==> config.mk <==
export PLATFORM = sky130hd
export DESIGN_NAME = cva6v_retire_trace_collector
export DESIGN_NICKNAME = d
export VERILOG_FILES = /design/src/rtl/cva6v_trace_pkg.sv /design/src/rtl/cva6v_trace_fifo.sv /design/src/rtl/cva6v_retire_trace_collector.sv
export SDC_FILE = /design/constraint.sdc
export NUM_CORES = 2
export LEC_CHECK = 0
export CORE_MARGIN = 3
export CORE_UTILIZATION = 45
export CTS_CLUSTER_SIZE = 20
export DETAILED_ROUTE_END_ITERATION = 6
export DONT_BUFFER_PORTS = 1
export RECOVER_POWER = 50
export SLEW_MARGIN = 20
export SYNTH_ARGS = -nofsm -noshare
export SYNTH_HDL_FRONTEND = slang
export SYNTH_HIERARCHICAL = 1
export SYNTH_SLANG_ARGS = --single-unit
==> constraint.sdc <==
create_clock -name clk_i -period 33.8 [get_ports clk_i]
set_input_delay 5.07 -clock clk_i [delete_from_list [all_inputs] [get_ports clk_i]]
set_output_delay 5.07 -clock clk_i [all_outputs]
set_load 0.005 [all_outputs]
==> src/rtl/cva6v_trace_pkg.sv <==
// Shared types and constants for the CVA6V retirement trace path.
package cva6v_trace_pkg;

  localparam int unsigned TRACE_XLEN = 64;
  localparam int unsigned TRACE_ILEN = 32;
  localparam int unsigned ORDER_W    = 64;
  localparam int unsigned DROP_CNT_W = 16;

  typedef struct packed {
    logic [ORDER_W-1:0]    order;
    logic [TRACE_XLEN-1:0] pc;
    logic [TRACE_ILEN-1:0] insn;
    logic                  trap;
    logic [1:0]            mode;
    logic                  rd_we;
    logic [4:0]            rd_addr;
    logic [TRACE_XLEN-1:0] rd_wdata;
  } trace_entry_t;

  // Saturating add for the dropped-event counter.
  function automatic logic [DROP_CNT_W-1:0] drop_sat_add(
    input logic [DROP_CNT_W-1:0] a,
    input logic [DROP_CNT_W-1:0] b
  );
    logic [DROP_CNT_W:0] sum;
    sum = {1'b0, a} + {1'b0, b};
    return sum[DROP_CNT_W] ? '1 : sum[DROP_CNT_W-1:0];
  endfunction

endpackage

==> src/rtl/cva6v_trace_fifo.sv <==
// Multi-push (contiguous, up to NRET per cycle), single-pop trace entry storage.
module cva6v_trace_fifo
  import cva6v_trace_pkg::*;
#(
  parameter int unsigned NRET  = 2,
  parameter int unsigned DEPTH = 8,
  localparam int unsigned AW = (DEPTH > 1) ? $clog2(DEPTH) : 1,
  localparam int unsigned CW = $clog2(DEPTH) + 1,
  localparam int unsigned KW = $clog2(NRET + 1)
) (
  input  logic                    clk_i,
  input  logic                    rst_ni,
  input  logic                    clear_i,
  input  logic [KW-1:0]           push_cnt_i,
  input  trace_entry_t [NRET-1:0] push_data_i,
  input  logic                    pop_i,
  output trace_entry_t            head_o,
  output logic [CW-1:0]           count_o
);

  trace_entry_t    mem [DEPTH];
  logic [AW-1:0]   wr_ptr_q;
  logic [AW-1:0]   rd_ptr_q;
  logic [CW-1:0]   count_q;

  // Pointers wrap naturally at the power-of-two depth.
  always_ff @(posedge clk_i) begin
    if (!rst_ni || clear_i) begin
      wr_ptr_q <= '0;
      rd_ptr_q <= '0;
      count_q  <= '0;
    end else begin
      wr_ptr_q <= wr_ptr_q + AW'(push_cnt_i);
      rd_ptr_q <= rd_ptr_q + AW'(pop_i);
      count_q  <= count_q + CW'(push_cnt_i) - CW'(pop_i);
    end
  end

  always_ff @(posedge clk_i) begin
    if (rst_ni && !clear_i) begin
      for (int i = 0; i < NRET; i++) begin
        if (KW'(i) < push_cnt_i) begin
          mem[wr_ptr_q + AW'(i)] <= push_data_i[i];
        end
      end
    end
  end

  assign head_o  = mem[rd_ptr_q];
  assign count_o = count_q;

endmodule

==> src/rtl/cva6v_retire_trace_collector.sv <==
// Collects per-lane retirement events, tags them with order numbers and
// streams them one per cycle to the coverage sampler; overflow drops, never stalls.
module cva6v_retire_trace_collector
  import cva6v_trace_pkg::*;
#(
  parameter int unsigned NRET  = 2,
  parameter int unsigned DEPTH = 8,
  parameter int unsigned XLEN  = TRACE_XLEN,
  parameter int unsigned ILEN  = TRACE_ILEN
) (
  input  logic                    clk_i,
  input  logic                    rst_ni,
  input  logic                    clear_i,
  input  logic [NRET-1:0]         ret_valid_i,
  input  logic [NRET*XLEN-1:0]    ret_pc_i,
  input  logic [NRET*ILEN-1:0]    ret_insn_i,
  input  logic [NRET-1:0]         ret_trap_i,
  input  logic [NRET*2-1:0]       ret_mode_i,
  input  logic [NRET-1:0]         ret_rd_we_i,
  input  logic [NRET*5-1:0]       ret_rd_addr_i,
  input  logic [NRET*XLEN-1:0]    ret_rd_wdata_i,
  output logic                    trc_valid_o,
  input  logic                    trc_ready_i,
  output logic [ORDER_W-1:0]      trc_order_o,
  output logic [XLEN-1:0]         trc_pc_o,
  output logic [ILEN-1:0]         trc_insn_o,
  output logic                    trc_trap_o,
  output logic [1:0]              trc_mode_o,
  output logic                    trc_rd_we_o,
  output logic [4:0]              trc_rd_addr_o,
  output logic [XLEN-1:0]         trc_rd_wdata_o,
  output logic [$clog2(DEPTH):0]  fill_o,
  output logic                    overflow_o,
  output logic [DROP_CNT_W-1:0]   drop_cnt_o
);

  localparam int unsigned CW = $clog2(DEPTH) + 1;
  localparam int unsigned KW = $clog2(NRET + 1);

  trace_entry_t [NRET-1:0] lane_data;
  trace_entry_t            head;
  logic [KW-1:0]           k;
  logic [KW-1:0]           push_cnt;
  logic [CW-1:0]           count;
  logic [CW-1:0]           free;
  logic                    accept;
  logic                    drop;
  logic                    pop;

  logic [ORDER_W-1:0]      order_q;
  logic                    overflow_q;
  logic [DROP_CNT_W-1:0]   drop_cnt_q;

  // Compact valid lanes into consecutive slots, lane 0 first, and number them.
  always_comb begin
    lane_data = '0;
    k         = '0;
    for (int i = 0; i < NRET; i++) begin
      if (ret_valid_i[i]) begin
        for (int j = 0; j < NRET; j++) begin
          if (k == KW'(j)) begin
            lane_data[j].order    = order_q + ORDER_W'(j);
            lane_data[j].pc       = ret_pc_i[i*XLEN +: XLEN];
            lane_data[j].insn     = ret_insn_i[i*ILEN +: ILEN];
            lane_data[j].trap     = ret_trap_i[i];
            lane_data[j].mode     = ret_mode_i[i*2 +: 2];
            lane_data[j].rd_we    = ret_rd_we_i[i];
            lane_data[j].rd_addr  = ret_rd_addr_i[i*5 +: 5];
            lane_data[j].rd_wdata = ret_rd_wdata_i[i*XLEN +: XLEN];
          end
        end
        k = k + KW'(1);
      end
    end
  end

  // Admission is all-or-nothing against the occupancy before this cycle's pop.
  assign free        = CW'(DEPTH) - count;
  assign accept      = !clear_i && (CW'(k) <= free);
  assign drop        = !clear_i && (CW'(k) > free);
  assign push_cnt    = accept ? k : '0;
  assign trc_valid_o = (count != '0);
  assign pop         = trc_valid_o && trc_ready_i && !clear_i;

  cva6v_trace_fifo #(
    .NRET  (NRET),
    .DEPTH (DEPTH)
  ) u_fifo (
    .clk_i       (clk_i),
    .rst_ni      (rst_ni),
    .clear_i     (clear_i),
    .push_cnt_i  (push_cnt),
    .push_data_i (lane_data),
    .pop_i       (pop),
    .head_o      (head),
    .count_o     (count)
  );

  // Order keeps advancing on drops so the sampler sees the gap; clear keeps it.
  always_ff @(posedge clk_i) begin
    if (!rst_ni) begin
      order_q    <= '0;
      overflow_q <= 1'b0;
      drop_cnt_q <= '0;
    end else if (clear_i) begin
      overflow_q <= 1'b0;
      drop_cnt_q <= '0;
    end else begin
      order_q <= order_q + ORDER_W'(k);
      if (drop) begin
        overflow_q <= 1'b1;
        drop_cnt_q <= drop_sat_add(drop_cnt_q, DROP_CNT_W'(k));
      end
    end
  end

  assign trc_order_o    = trc_valid_o ? head.order    : '0;
  assign trc_pc_o       = trc_valid_o ? head.pc       : '0;
  assign trc_insn_o     = trc_valid_o ? head.insn     : '0;
  assign trc_trap_o     = trc_valid_o ? head.trap     : 1'b0;
  assign trc_mode_o     = trc_valid_o ? head.mode     : '0;
  assign trc_rd_we_o    = trc_valid_o ? head.rd_we    : 1'b0;
  assign trc_rd_addr_o  = trc_valid_o ? head.rd_addr  : '0;
  assign trc_rd_wdata_o = trc_valid_o ? head.rd_wdata : '0;
  assign fill_o         = count;
  assign overflow_o     = overflow_q;
  assign drop_cnt_o     = drop_cnt_q;

endmodule
==> run metrics <==
Layout fillers=19400; Period minus WS final=between 15000 and 20000 ps; largest family of logic cells by synthesized area=multiplexers; RSZ-0062 raised after global routing=false; setup tns final=0 ps; Post-Synth XOR/XNOR Area=0.706%; Synth Instances=around 6400; share of cells above drive strength 1=about 43%; post-synthesis adder-cell area fraction=less than 1%; CP endpoint kind=output pin; PortBufs=0; Worst Setup EP=trc_pc_o[62]; Final ANT Viol Nets=0; Post-synth ARST share=0%; # rows=between 150 and 200; fin crit share=between 50 and 60%; post-CTS resize count=0; Max Freq=0.0510 GHz; GRT Residual Overflow=0; largest net degree at the start of global routing=between 300 and 400; Core Region=approximately 230000 sq um; Fin Hold WS=524 ps; peak supply drop=approximately 45 uV; Die X-Extent=slightly below 500 um; r2r endpoint=u_fifo/mem[5][68]$_DFFE_PP_; Slew headroom=-476%; routed wl met3=between 15 and 20 mm; TritonCTS clock tree=done; GRT Total Usage=between 20% and 30%; Crit path required time=roughly 29000 ps; CP Launch Type=flip-flop; most common library cell in the layout ignoring fill and taps=edfxtp_1; Post-synth EDFFs=between 1500 and 2000; I/O pin total=roughly 600; latest clock arrival within the worst-skew pair=870 ps; FF-to-FF setup slack=around 20000 ps; post-synthesis compound-gate area fraction=around 2.2%; Worst-path clk slew=60 ps; final setup fails=0; Setup crit start=u_fifo/rd_ptr_q[1]$_SDFF_PP0_; cts hold-fix bufs=0; number of clock sinks=~2000; first-pass GRT wire length=approximately 440 mm; total die area=about 240000 sq um; worst path arrival time=roughly 15000 ps; vias in the first global route=a little over 60000; Finished Core Util=49.2%; critical path type=reg -> out; RePlAce Congestion=approximately 0.85; initial antenna violation count=24; die height=a little under 500 um; area delta synth->final=8.33%; Top Metal Used=met5; Final Skew=roughly 46 ps; Static Leakage=~38 nW; Root Buffer=clkbuf_16; reg-to-reg startpoint=u_fifo/count_o[0]$_SDFF_PP0_; Synth Area in Simple Gates=just over 5%; Synth Net Count=around 6800; setup ws final=roughly 14000 ps; initial DRC count=slightly above 5000; worst-path fanout max=119; max-slew violations=about 2400; final wirelength=306 mm; DR DRC count=0; total number of vias=a little under 60000; Yosys Warn Count=6; max cap viols=53; Synth Flop Type=edfxtp_1; routed wl met2=between 100 and 150 mm; Cell variety after synth=60; synthesized flop and latch total=1955; layout net count=about 6600; failing checks=max-capacitance violations, max-slew violations; drt first pass iters=6; sequential share of the synthesized area=between 50% and 60%; initial core utilization=45.4%; H-tree depth=4; routed len/inst=around 32 um; Vias/cell=approximately 6.3; DP HPWL=between 150 and 200 mm; DRT met1 WL=between 100 and 150 mm; CTS buffer count=approximately 220; Worst Tran Pin Value=8650 ps; post-synthesis mux area share=around a third; Post-CTS Setup Repair Bufs=0; status=finished, violations left; worst min path class=reg -> reg; clk buf depth=3; Mapped Area=about 100000 sq um; FF-to-FF path depth=13; commonest non-fill, non-tap cells in the layout=edfxtp_1, mux2_2, mux4_2; final hold vios=0; pwr/cell area=48.2 nW/um^2; Power Total=approximately 5.4 mW; pre-CTS setup slack=between 20000 and 25000 ps; synthesized area per cell=between 15 and 20 sq um
[through the flow]
| stage | cell area [sq um] | cells |
|---|---|---|
| 6_report | 112000 | 9429 |
| 5_1_grt | 112000 | 9411 |
| 4_1_cts | 113000 | 9401 |
| 3_5_place_dp | 106000 | 9007 |
| 2_1_floorplan | 104000 | 6386 |
| 3_3_place_gp | 106000 | 9007 |
[cell families after synthesis]
family / Yosys count
buf+inv: 530
flops: 1955
fa+ha+maj: 21
compound gates: 321
simple gates: 910
mux: 2567
xor+xnor: 82
[metal layers]
layer | track usage, % | vias to the layer above
met5 | 0 | -
met4 | 6.53 | 20
met3 | 4.37 | 388
met2 | 42.2 | 1897
met1 | 34.8 | 31800
li1 | - | 25300
[cell type report]
class	instances	area, sq um	area share [%]
well taps	3009	3760	3.35
repair buffers	116	773	0.688
clock buffers	286	5750	5.12
diodes	28	70.1	0.0623
inverters	26	97.6	0.0868
multi-input cells	3901	43200	38.5
flip-flops and latches	1955	57800	51.4
clock inverters	108	928	0.826
[flip-flops by register name, summed over array words and instances, names as in the netlist]
signal	count
u_fifo/wr_ptr_q	3
drop_cnt_o	16
order_q	64
u_fifo/mem	1864
overflow_o	1
u_fifo/rd_ptr_q	3
u_fifo/count_o	4
[where the power goes]
group | leakage (nW) | total, mW | internal, mW | switching, mW
registers | 17.7 | 2.69 | 2.68 | 0.00927
clock network | 3.24 | 2.25 | 1.26 | 0.991
logic | 16.7 | 0.484 | 0.206 | 0.277
total | 37.7 | 5.42 | 4.14 | 1.28
[Yosys cell counts, types with 4 or more instances]
| library cell | number | area share, % |
|---|---|---|
| edfxtp_1 | 1864 | 54 |
| mux2_2 | 1818 | 20 |
| mux4_2 | 466 | 10 |
| and2_1 | 248 | 1.5 |
| clkbuf_1 | 238 | 0.86 |
| and3_1 | 190 | 1.1 |
| buf_2 | 179 | 0.86 |
| a22o_1 | 169 | 1.4 |
| mux2_4 | 159 | 2.3 |
| mux2_1 | 120 | 1.3 |
| nor2_1 | 109 | 0.39 |
| dfxtp_1 | 91 | 1.8 |
| nor2b_1 | 68 | 0.41 |
| a21oi_1 | 67 | 0.32 |
| nand4_1 | 62 | 0.37 |
| or3_1 | 57 | 0.34 |
| o21ai_0 | 56 | 0.27 |
| xor2_1 | 52 | 0.44 |
| buf_4 | 49 | 0.35 |
| nand3_1 | 49 | 0.24 |
| nand2_1 | 35 | 0.13 |
| xnor2_1 | 28 | 0.24 |
| inv_1 | 25 | 0.090 |
| buf_6 | 20 | 0.22 |
| nor3_1 | 20 | 0.096 |
| ha_1 | 19 | 0.23 |
| nor4_1 | 19 | 0.11 |
| buf_1 | 18 | 0.065 |
| and4_1 | 14 | 0.12 |
| or4_1 | 8 | 0.058 |
| o31ai_1 | 7 | 0.051 |
| a31oi_1 | 6 | 0.036 |
| nand2b_1 | 6 | 0.036 |
| nor3b_1 | 5 | 0.036 |
| a211oi_1 | 4 | 0.029 |
| mux2i_1 | 4 | 0.039 |
[worst min-delay path by stage]
stage | start | endpoint | slack (ps) | cells after the start
global placement | order_q[63]$_SDFFE_PN0N_ | order_q[63]$_SDFFE_PN0N_ | 490 | 2
floorplan | overflow_o$_SDFFE_PP0P_ | overflow_o$_SDFFE_PP0P_ | 470 | 2
CTS | order_q[63]$_SDFFE_PN0N_ | order_q[63]$_SDFFE_PN0N_ | 510 | 2
detailed placement | order_q[63]$_SDFFE_PN0N_ | order_q[63]$_SDFFE_PN0N_ | 500 | 2
finish | order_q[63]$_SDFFE_PN0N_ | order_q[63]$_SDFFE_PN0N_ | 520 | 2
global route | order_q[63]$_SDFFE_PN0N_ | order_q[63]$_SDFFE_PN0N_ | 550 | 2
[worst max-delay path, stage by stage, from the launching register on]
cell and delay [ps]:
dfxtp_1 2280, clkbuf_1 2710, clkbuf_1 6090, buf_4 1340
mux4_2 400, mux2_2 320, and2_1 240
Power figures use the tool's default switching activity.
